`config.mk`:
```
export PLATFORM = sky130hd
export DESIGN_NAME = id_operand_stage
export DESIGN_NICKNAME = d
export VERILOG_FILES = /design/src/rtl/id_operand_stage.sv
export SDC_FILE = /design/constraint.sdc
export NUM_CORES = 1
export LEC_CHECK = 0
export ABC_AREA = 1
export CAP_MARGIN = 20
export CORE_AREA = 2 2 142 144
export DETAILED_ROUTE_END_ITERATION = 10
export DIE_AREA = 0 0 144 146
export GPL_ROUTABILITY_DRIVEN = 0
export PLACE_DENSITY_LB_ADDON = 0.25
export SLEW_MARGIN = 20
export SYNTH_ARGS = -nofsm -noshare
export SYNTH_HDL_FRONTEND = slang
export SYNTH_SLANG_ARGS = --single-unit
```
`constraint.sdc`:
```
create_clock -name clk -period 6.39 [get_ports clk]
set_clock_uncertainty 0.2 [all_clocks]
set_input_delay 1.917 -clock clk [delete_from_list [all_inputs] [get_ports clk]]
set_output_delay 1.917 -clock clk [all_outputs]
set_load 0.02 [all_outputs]
```
`src/rtl/id_operand_stage.sv`:
```
// Decode-stage operand unit: RF read addressing, EX/MEM(/WB) forwarding, load-use stall, ID/EX register.
// Latency: one cycle ID->EX; rna/rnb and stall are combinational from the current inputs.
// Backpressure: stall freezes PC and IF/ID and puts a bubble into ID/EX; optional WB bypass via WB_BYPASS_EN.
module id_operand_stage #(
    parameter int DW   = 32,
    parameter int AW   = 5,
    parameter int CNTW = 16
) (
    input  logic            clk,
    input  logic            rst,
    input  logic            id_valid,
    input  logic [AW-1:0]   id_rs,
    input  logic [AW-1:0]   id_rt,
    input  logic            id_use_rs,
    input  logic            id_use_rt,
    input  logic [AW-1:0]   id_wn,
    input  logic            id_wreg,
    input  logic            id_m2reg,
    input  logic [DW-1:0]   id_imm,
    input  logic            flush,
    output logic [AW-1:0]   rna,
    output logic [AW-1:0]   rnb,
    input  logic [DW-1:0]   qa,
    input  logic [DW-1:0]   qb,
    input  logic [AW-1:0]   ex_wn,
    input  logic            ex_wreg,
    input  logic            ex_m2reg,
    input  logic [DW-1:0]   ex_alu,
    input  logic [AW-1:0]   mem_wn,
    input  logic            mem_wreg,
    input  logic [DW-1:0]   mem_data,
    input  logic [AW-1:0]   wb_wn,
    input  logic            wb_wreg,
    input  logic [DW-1:0]   wb_data,
    output logic            stall,
    output logic            idex_valid,
    output logic [DW-1:0]   idex_a,
    output logic [DW-1:0]   idex_b,
    output logic [DW-1:0]   idex_imm,
    output logic [AW-1:0]   idex_wn,
    output logic            idex_wreg,
    output logic            idex_m2reg,
    output logic [CNTW-1:0] stall_cnt
);

    // A source matches a producer only if it is really read, is not r0, and the producer writes it.
    function automatic logic hit(input logic [AW-1:0] s, input logic use_s,
                                 input logic [AW-1:0] wn, input logic wreg);
        return wreg && (wn == s) && (s != '0) && use_s;
    endfunction

    logic ex_hit_rs, ex_hit_rt, mem_hit_rs, mem_hit_rt, wb_hit_rs, wb_hit_rt;
    logic load_use, wb_stall;
    logic [DW-1:0] fwd_a, fwd_b;

    assign rna = id_rs;
    assign rnb = id_rt;

    assign ex_hit_rs  = hit(id_rs, id_use_rs, ex_wn,  ex_wreg);
    assign ex_hit_rt  = hit(id_rt, id_use_rt, ex_wn,  ex_wreg);
    assign mem_hit_rs = hit(id_rs, id_use_rs, mem_wn, mem_wreg);
    assign mem_hit_rt = hit(id_rt, id_use_rt, mem_wn, mem_wreg);
    assign wb_hit_rs  = hit(id_rs, id_use_rs, wb_wn,  wb_wreg);
    assign wb_hit_rt  = hit(id_rt, id_use_rt, wb_wn,  wb_wreg);

    // Load data is not available until MEM, so an EX load feeding ID must wait one cycle.
    assign load_use = ex_m2reg && (ex_hit_rs || ex_hit_rt);

`ifdef WB_BYPASS_EN
    assign wb_stall = 1'b0;
`else
    // Without a WB path the RF read would be stale; wait one cycle for the write to land.
    assign wb_stall = (wb_hit_rs && !ex_hit_rs && !mem_hit_rs) ||
                      (wb_hit_rt && !ex_hit_rt && !mem_hit_rt);
    logic unused_wb;
    assign unused_wb = ^wb_data;
`endif

    assign stall = id_valid && !flush && (load_use || wb_stall);

    // Operand A: youngest producer wins; r0 always reads as zero.
    always_comb begin
        fwd_a = qa;
        if (id_rs == '0)                    fwd_a = '0;
        else if (ex_hit_rs && !ex_m2reg)    fwd_a = ex_alu;
        else if (mem_hit_rs)                fwd_a = mem_data;
`ifdef WB_BYPASS_EN
        else if (wb_hit_rs)                 fwd_a = wb_data;
`endif
    end

    // Operand B: same priority as operand A.
    always_comb begin
        fwd_b = qb;
        if (id_rt == '0)                    fwd_b = '0;
        else if (ex_hit_rt && !ex_m2reg)    fwd_b = ex_alu;
        else if (mem_hit_rt)                fwd_b = mem_data;
`ifdef WB_BYPASS_EN
        else if (wb_hit_rt)                 fwd_b = wb_data;
`endif
    end

    // ID/EX register: flush or stall inserts a bubble, data fields hold.
    always_ff @(posedge clk or negedge rst) begin
        if (!rst) begin
            idex_valid <= 1'b0;
            idex_a     <= '0;
            idex_b     <= '0;
            idex_imm   <= '0;
            idex_wn    <= '0;
            idex_wreg  <= 1'b0;
            idex_m2reg <= 1'b0;
        end else if (flush || stall) begin
            idex_valid <= 1'b0;
            idex_wreg  <= 1'b0;
            idex_m2reg <= 1'b0;
        end else begin
            idex_valid <= id_valid;
            idex_a     <= fwd_a;
            idex_b     <= fwd_b;
            idex_imm   <= id_imm;
            idex_wn    <= id_wn;
            idex_wreg  <= id_wreg && id_valid;
            idex_m2reg <= id_m2reg && id_valid;
        end
    end

    // Saturating count of stall cycles for performance debug.
    always_ff @(posedge clk or negedge rst) begin
        if (!rst)
            stall_cnt <= '0;
        else if (stall && (stall_cnt != '1))
            stall_cnt <= stall_cnt + {{(CNTW-1){1'b0}}, 1'b1};
    end

endmodule

```
==> metrics.csv, run 1 <==
metric;value;unit
via_per_inst;4.987;
final_common_cell;nand2_1;
clock.fmax;0.1616;GHz
cts_tree;done;
hold_path_class;reg -> reg;
drcViolationCount;0;
cts_resized;0;
hpwlAfterDp;19.57;mm
cp-end-kind;output pin;
fin_area;11840;sq um
drive_above_1_share;4.793;%
grt_max_degree;121;
pre_cts_ws;0.1799;ns
p_per_area;207.1;nW/um^2
ys_seq_area_share;38.25;%
setup_viol;0;
maxSlewViolCount;0;
r2r.worst_path.cells;7;
synth_top_area_cell;dfrtp_1;
synth-seq-cells;120;
peakVddDrop;0.0001835;V
startpoint_type;primary input;
syn_avg_cell_area;6.296;sq um
cp.required;4.27;ns
p_sw;768.9;uW
fin_util;61.22;%
num_rows;51;
post_cts_buffers;0;
regArea;3003;sq um
crit-reg2reg-launch;stall_cnt[0]$_DFFE_PN0P_;
min_from;idex_a[17]$_DFFE_PN0N_;
nFillCells;1815;
synth.net_count;1482;
insertion_delay;0.43;ns
r2r_slack;3.83;ns
clk_pin_slew;0.06;ns
dp.cells;1776;
final-instance-count-excl-fill;1811;
slew_headroom;41.72;%
fin_crit_sh;96.83;%
grt_pass1_wl;44.10;mm
initial_utilization;40.61;%
wl_per_cell;15.58;microns
max_slew.worst_pin.slew;0.8741;ns
setup-tns-final;0;ns
rsz0062_at_grt;no;
comb_power_share;25.6;%
num-nets-final;1766;
grt_antenna_before_repair;1;
overflow;0;
htreeDepth;4;
drt_iter0_drc;568;
crit_arrival;4.07;ns
yosysWarnings;0;
multi_input_area;4008;sq um
ctsHoldBuffers;0;
internal-power;1683;uW
leakage;0.006101;uW
synthTopCellsByArea;dfrtp_1 38%, nand2_1 19%, nand3_1 12%;
wirelength;28.22;mm
fin_crit;6.187;ns
pwr-share-seq;35.3;%
final_cell_mix;395 x nand2_1, 331 x clkdlybuf4s50_1, 226 x nor2_1, 187 x nand3_1, 120 x dfrtp_1;
critPathMaxFanout;7;
r2r_end;stall_cnt[4]$_DFFE_PN0P_;
vias;9031;
post_dp_cell_area;11220;sq um
cts_sinks;120;
synth.top_cell.area_share;38.25;%
drtPass1Iterations;5;
synthCells;1247;
cts_buffer_depth;2;
maxCapViolations;0;
port_buffers;332;
swShare;31.36;%
clkPwrFrac;39.1;%
cts_made_buffers;17;
status;completed;
syn-cell-area;7851;sq um
die_w;144;microns
grt_pass1_vias;8385;
die_area;21020;sq um
setup_ws;0.2025;ns
fp.coreArea;19330;sq um
ant_nets;0;
cts-root-buf;clkbuf_16;
area_growth;50.77;%
hold_violations;0;
fp.dieH;146;microns
track_usage;26.60;%
crit_type;in -> out;
endpoint;stall;
cp-startpoint;id_rt[2];
synthDistinctLibCells;25;
ioPinCount;365;
## metal layers
layer  wire length (microns)  track usage (%)  up-vias
li1                        -                -     4465
met1                   11600            34.31     4109
met2                   13200            42.50      396
met5                       0                0        -
met3                    2385            6.285       61
met4                    1036            11.42        0
## worst min path at each step
stage	cells after the start	slack, ns	end
global placement	2	0.25	idex_wn[3]$_DFFE_PN0N_
finish	2	0.27	idex_a[17]$_DFFE_PN0N_
global route	2	0.29	idex_imm[6]$_DFFE_PN0N_
floorplan	2	0.38	idex_a[0]$_DFFE_PN0N_
CTS	2	0.27	idex_b[12]$_DFFE_PN0N_
detailed placement	2	0.26	idex_b[17]$_DFFE_PN0N_
## critical path: stages
cell and delay [ns]:
clkdlybuf4s50_1 0.56, nor2_1 0.20, nand2_1 0.08, nor2_2 0.14
nor2_1 0.08, nand2_1 0.09, nand3_1 0.12, nand3_4 0.14
nand2_4 0.05, inv_1 0.08, clkdlybuf4s50_1 0.62
## state kept, by name (all words and copies together) (netlist names)
signal and flops:
idex_imm 32, idex_a 32, idex_m2reg 1, idex_wreg 1, stall_cnt 16, idex_valid 1, idex_b 32, idex_wn 5
## cells in the mapped netlist
cell type  number
nor3_1          5
clkbuf_1       35
nand3_4         1
xor2_1          6
o21ai_0        64
buf_4          11
dfrtp_1       120
ha_1            1
buf_1           4
buf_2          28
xnor2_1         7
nand4_1        20
nand2_1       395
nand2_2         2
a21oi_1         5
nor4_1          1
inv_1         101
buf_6           7
inv_2          10
nor2_1        229
clkinv_1        1
nand3_1       189
nand3_2         1
nor2_2          3
o21ai_1         1
## through the flow
| step | power [uW] | hold slack, ns |
|---|---|---|
| 2_1_floorplan | 1152 | 0.3767 |
| 3_3_place_gp | 1500 | 0.2521 |
| 3_5_place_dp | 1507 | 0.2570 |
| 4_1_cts | 2474 | 0.2719 |
| 5_1_grt | 2566 | 0.2905 |
| 6_report | 2452 | 0.2681 |
## area by class of cell
| type | count | area share (%) |
|---|---|---|
| Sequential cell | 120 | 25.37 |
| Timing Repair Buffer | 350 | 29.47 |
| Clock buffer | 17 | 3.594 |
| Antenna cell | 2 | 0.04228 |
| Multi-Input combinational cell | 930 | 33.85 |
| Inverter | 112 | 3.562 |
| Tap cell | 265 | 2.801 |
| Clock inverter | 15 | 1.311 |
## logic make-up after synthesis
logic type	share of synthesized area [%]
compound gates	4.462
xor+xnor	1.450
fa+ha+maj	0.1593
buf+inv	11.06
flops	38.25
simple gates	44.62
## power groups by stage
stage,Clock [uW],Combinational (uW),Sequential [uW]
global route,1010,679,875
detailed placement,0,627,880
CTS,977,630,867
finish,958,626,867
global placement,0,622,878
floorplan,0,189,963
Note: power is estimated with default switching activity, not from simulation.
==> run 2: changes to the inputs <==
Settings changed: ABC_CLOCK_PERIOD_IN_PS set to 6390.
==> results of run 2 <==
Final layout, timing and power as in run 1 (identical DEF).
==> run 3: changes to the inputs <==
Settings changed: ABC_CLOCK_PERIOD_IN_PS 6390 to 6950, CORE_AREA 2 2 142 144 to 2 2 140 142, DIE_AREA 0 0 144 146 to 0 0 142 144, GPL_ROUTABILITY_DRIVEN 0 to not set.
Clock period 6.39 ns to 6.95 ns, I/O delays scaled along.
==> run 3 against run 2 <==
  * Register-to-register slack improved by 0.57 ns
  * Via count fell by 0.38%
  * Clock power fell by 14%
  * First-iteration DRC count rose by 7.7%
  * Routed wire length rose by 0.10%
  * Worst setup slack improved by 0.18 ns
  * Combinational power fell by 8.0%
  * Sequential share of layout area rose by 0.17 points
  * Global-route usage rose by 0.45 points
  * Core utilization rose by 0.40 points
  * Critical path depth did not move
==> metrics.csv, run 3 (synthesized netlist as in run 1, its figures left out) <==
metric;value;unit;change
clkPwrFrac;37.5;%;-1.6 points
clk_pin_slew;0.05;ns;about the same
maxCapViolations;0;;unchanged
num_rows;51;;unchanged
insertion_delay;0.42;ns;about the same
ioPinCount;365;;unchanged
area_growth;49.75;%;
cp_slowest_cell;clkdlybuf4s50_1;;
slew_headroom;31.40;%;-10 points
maxSlewViolCount;0;;unchanged
grt_pass1_wl;43.41;mm;-1.6%
cts_buffer_depth;2;;unchanged
p_sw;664.9;uW;-14%
fin_area;11760;sq um;-0.68%
cts_tree;done;;
status;completed;;
post_cts_buffers;0;;unchanged
setup_viol;0;;unchanged
cp-startpoint;id_rt[2];;
final_common_cell;nand2_1;;
drcViolationCount;0;;unchanged
num-nets-final;1765;;-0.057%
htreeDepth;4;;unchanged
cp.required;4.66;ns;+0.39 ns
diodes;0;;-2
die_area;20450;sq um;-2.7%
vias;8997;;-0.38%
swShare;30.26;%;-1.1 points
initial_utilization;41.15;%;+0.54 points
slowest_delay;0.61;ns;about the same
setup-tns-final;0;ns;unchanged
fin_crit;6.572;ns;
wl_per_cell;15.86;microns;+1.8%
max_slew.worst_pin.slew;1.029;ns;+0.1548 ns
cts_sinks;120;;unchanged
leakage;0.006077;uW;-0.39%
drt_iter0_drc;612;;+7.7%
wirelength;28.25;mm;+0.10%
reg_top3;idex_a: 32 flops, idex_b: 32 flops, idex_imm: 32 flops;;
cts-root-buf;clkbuf_16;;
ctsHoldBuffers;0;;unchanged
hpwlAfterDp;19.72;mm;+0.78%
fin_crit_sh;94.57;%;
startpoint_type;primary input;;
power;2197;uW;-10%
grt_max_degree;102;;-16%
comb_power_share;26.2;%;+0.6 points
grt_antenna_before_repair;0;;-1
grt_pass1_vias;8380;;-0.060%
internal-power;1532;uW;-8.9%
crit-reg2reg-launch;stall_cnt[0]$_DFFE_PN0P_;;
port_buffers;332;;unchanged
nFillCells;1833;;+0.99%
place_congestion;0.9000;;
cts_made_buffers;17;;unchanged
drive_above_1_share;4.666;%;-0.13 points
hold_violations;0;;unchanged
pwr-share-seq;36.3;%;+1.0 points
rsz0062_at_grt;no;;
crit_arrival;4.29;ns;+0.22 ns
overflow;0;;unchanged
track_usage;27.05;%;+0.45 points
fp.coreArea;19080;sq um;-1.3%
min_from;idex_a[15]$_DFFE_PN0N_;;
fp.dieH;144;microns;-1.4%
drtPass1Iterations;7;;+2
die_w;142;microns;-1.4%
ant_nets;0;;unchanged
crit_type;in -> out;;
worstPathCellList;clkdlybuf4s50_1 > nor2_1 > nand2_1 > nor2_2 > nor2_1 > nand2_1 > nand3_1 > nand3_4 > nand2_4 > inv_1 > clkdlybuf4s50_1;;
peakVddDrop;0.0001706;V;-7.0%
p_per_area;186.9;nW/um^2;-9.8%
critPathMaxFanout;7;;unchanged
cp-end-kind;output pin;;
final_cell_mix;395 x nand2_1, 331 x clkdlybuf4s50_1, 226 x nor2_1, 187 x nand3_1, 120 x dfrtp_1;;
post_dp_cell_area;11170;sq um;-0.48%
cts_resized;0;;unchanged
hold_path_class;reg -> reg;;
via_per_inst;5.052;;+1.3%
clock.fmax;0.1522;GHz;
==> run 3: worst max-delay path: cells and delay by family <==
| family | cells | cell delay [ns] |
|---|---|---|
| buffers and inverters | 3 | 1.27 |
| AND/OR/NAND/NOR | 8 | 0.93 |
==> run 3: through the flow <==
stage	instances	utilization [%]	hold slack, ns	worst slack [ns]
global route	1781	61.62	0.2828	0.1577
finish	1781	61.62	0.2669	0.3777
floorplan	1247	-	0.3767	1.401
detailed placement	1748	58.55	0.2578	0.3756
CTS	1780	61.46	0.2713	0.3722
global placement	1748	58.55	0.2522	0.3947
==> run 3: layout make-up <==
class	count	area (sq um)	share of cell area (%)
Sequential cell	120	3003	25.54
Clock buffer	18	429.2	3.650
Inverter	112	421.7	3.586
Multi-Input combinational cell	930	4008	34.09
Tap cell	238	297.8	2.533
Clock inverter	14	126.4	1.075
Timing Repair Buffer	349	3472	29.53
==> run 3: path summary, 6_finish.rpt <==
| kind | end | slack (ns) | cells past startpoint |
|---|---|---|---|
| setup / recovery | stall | 0.38 | 11 |
| hold / removal | idex_a[15]$_DFFE_PN0N_ | 0.27 | 2 |
| setup reg to reg | stall_cnt[7]$_DFFE_PN0P_ | 4.40 | 7 |
| hold reg to reg | idex_a[15]$_DFFE_PN0N_ | 0.27 | 2 |
| max in group asynchronous | idex_b[5]$_DFFE_PN0N_ | 3.74 | 2 |
| min in group asynchronous | idex_b[30]$_DFFE_PN0N_ | 1.59 | 1 |
==> run 3: power by group through the flow <==
stage / combinational [uW] / sequential, uW / clock (uW)
CTS: 579 / 797 / 843
finish: 576 / 797 / 824
detailed placement: 577 / 808 / 0
global route: 624 / 804 / 871
global placement: 572 / 806 / 0
floorplan: 174 / 886 / 0
==> run 3: routing by layer <==
| metal | track usage, % | wire length, microns | up-vias |
|---|---|---|---|
| met5 | 0 | 0 | - |
| met4 | 13.89 | 1260 | 0 |
| met3 | 6.159 | 2244 | 79 |
| met2 | 43.61 | 13190 | 381 |
| met1 | 34.14 | 11560 | 4074 |
| li1 | - | - | 4463 |
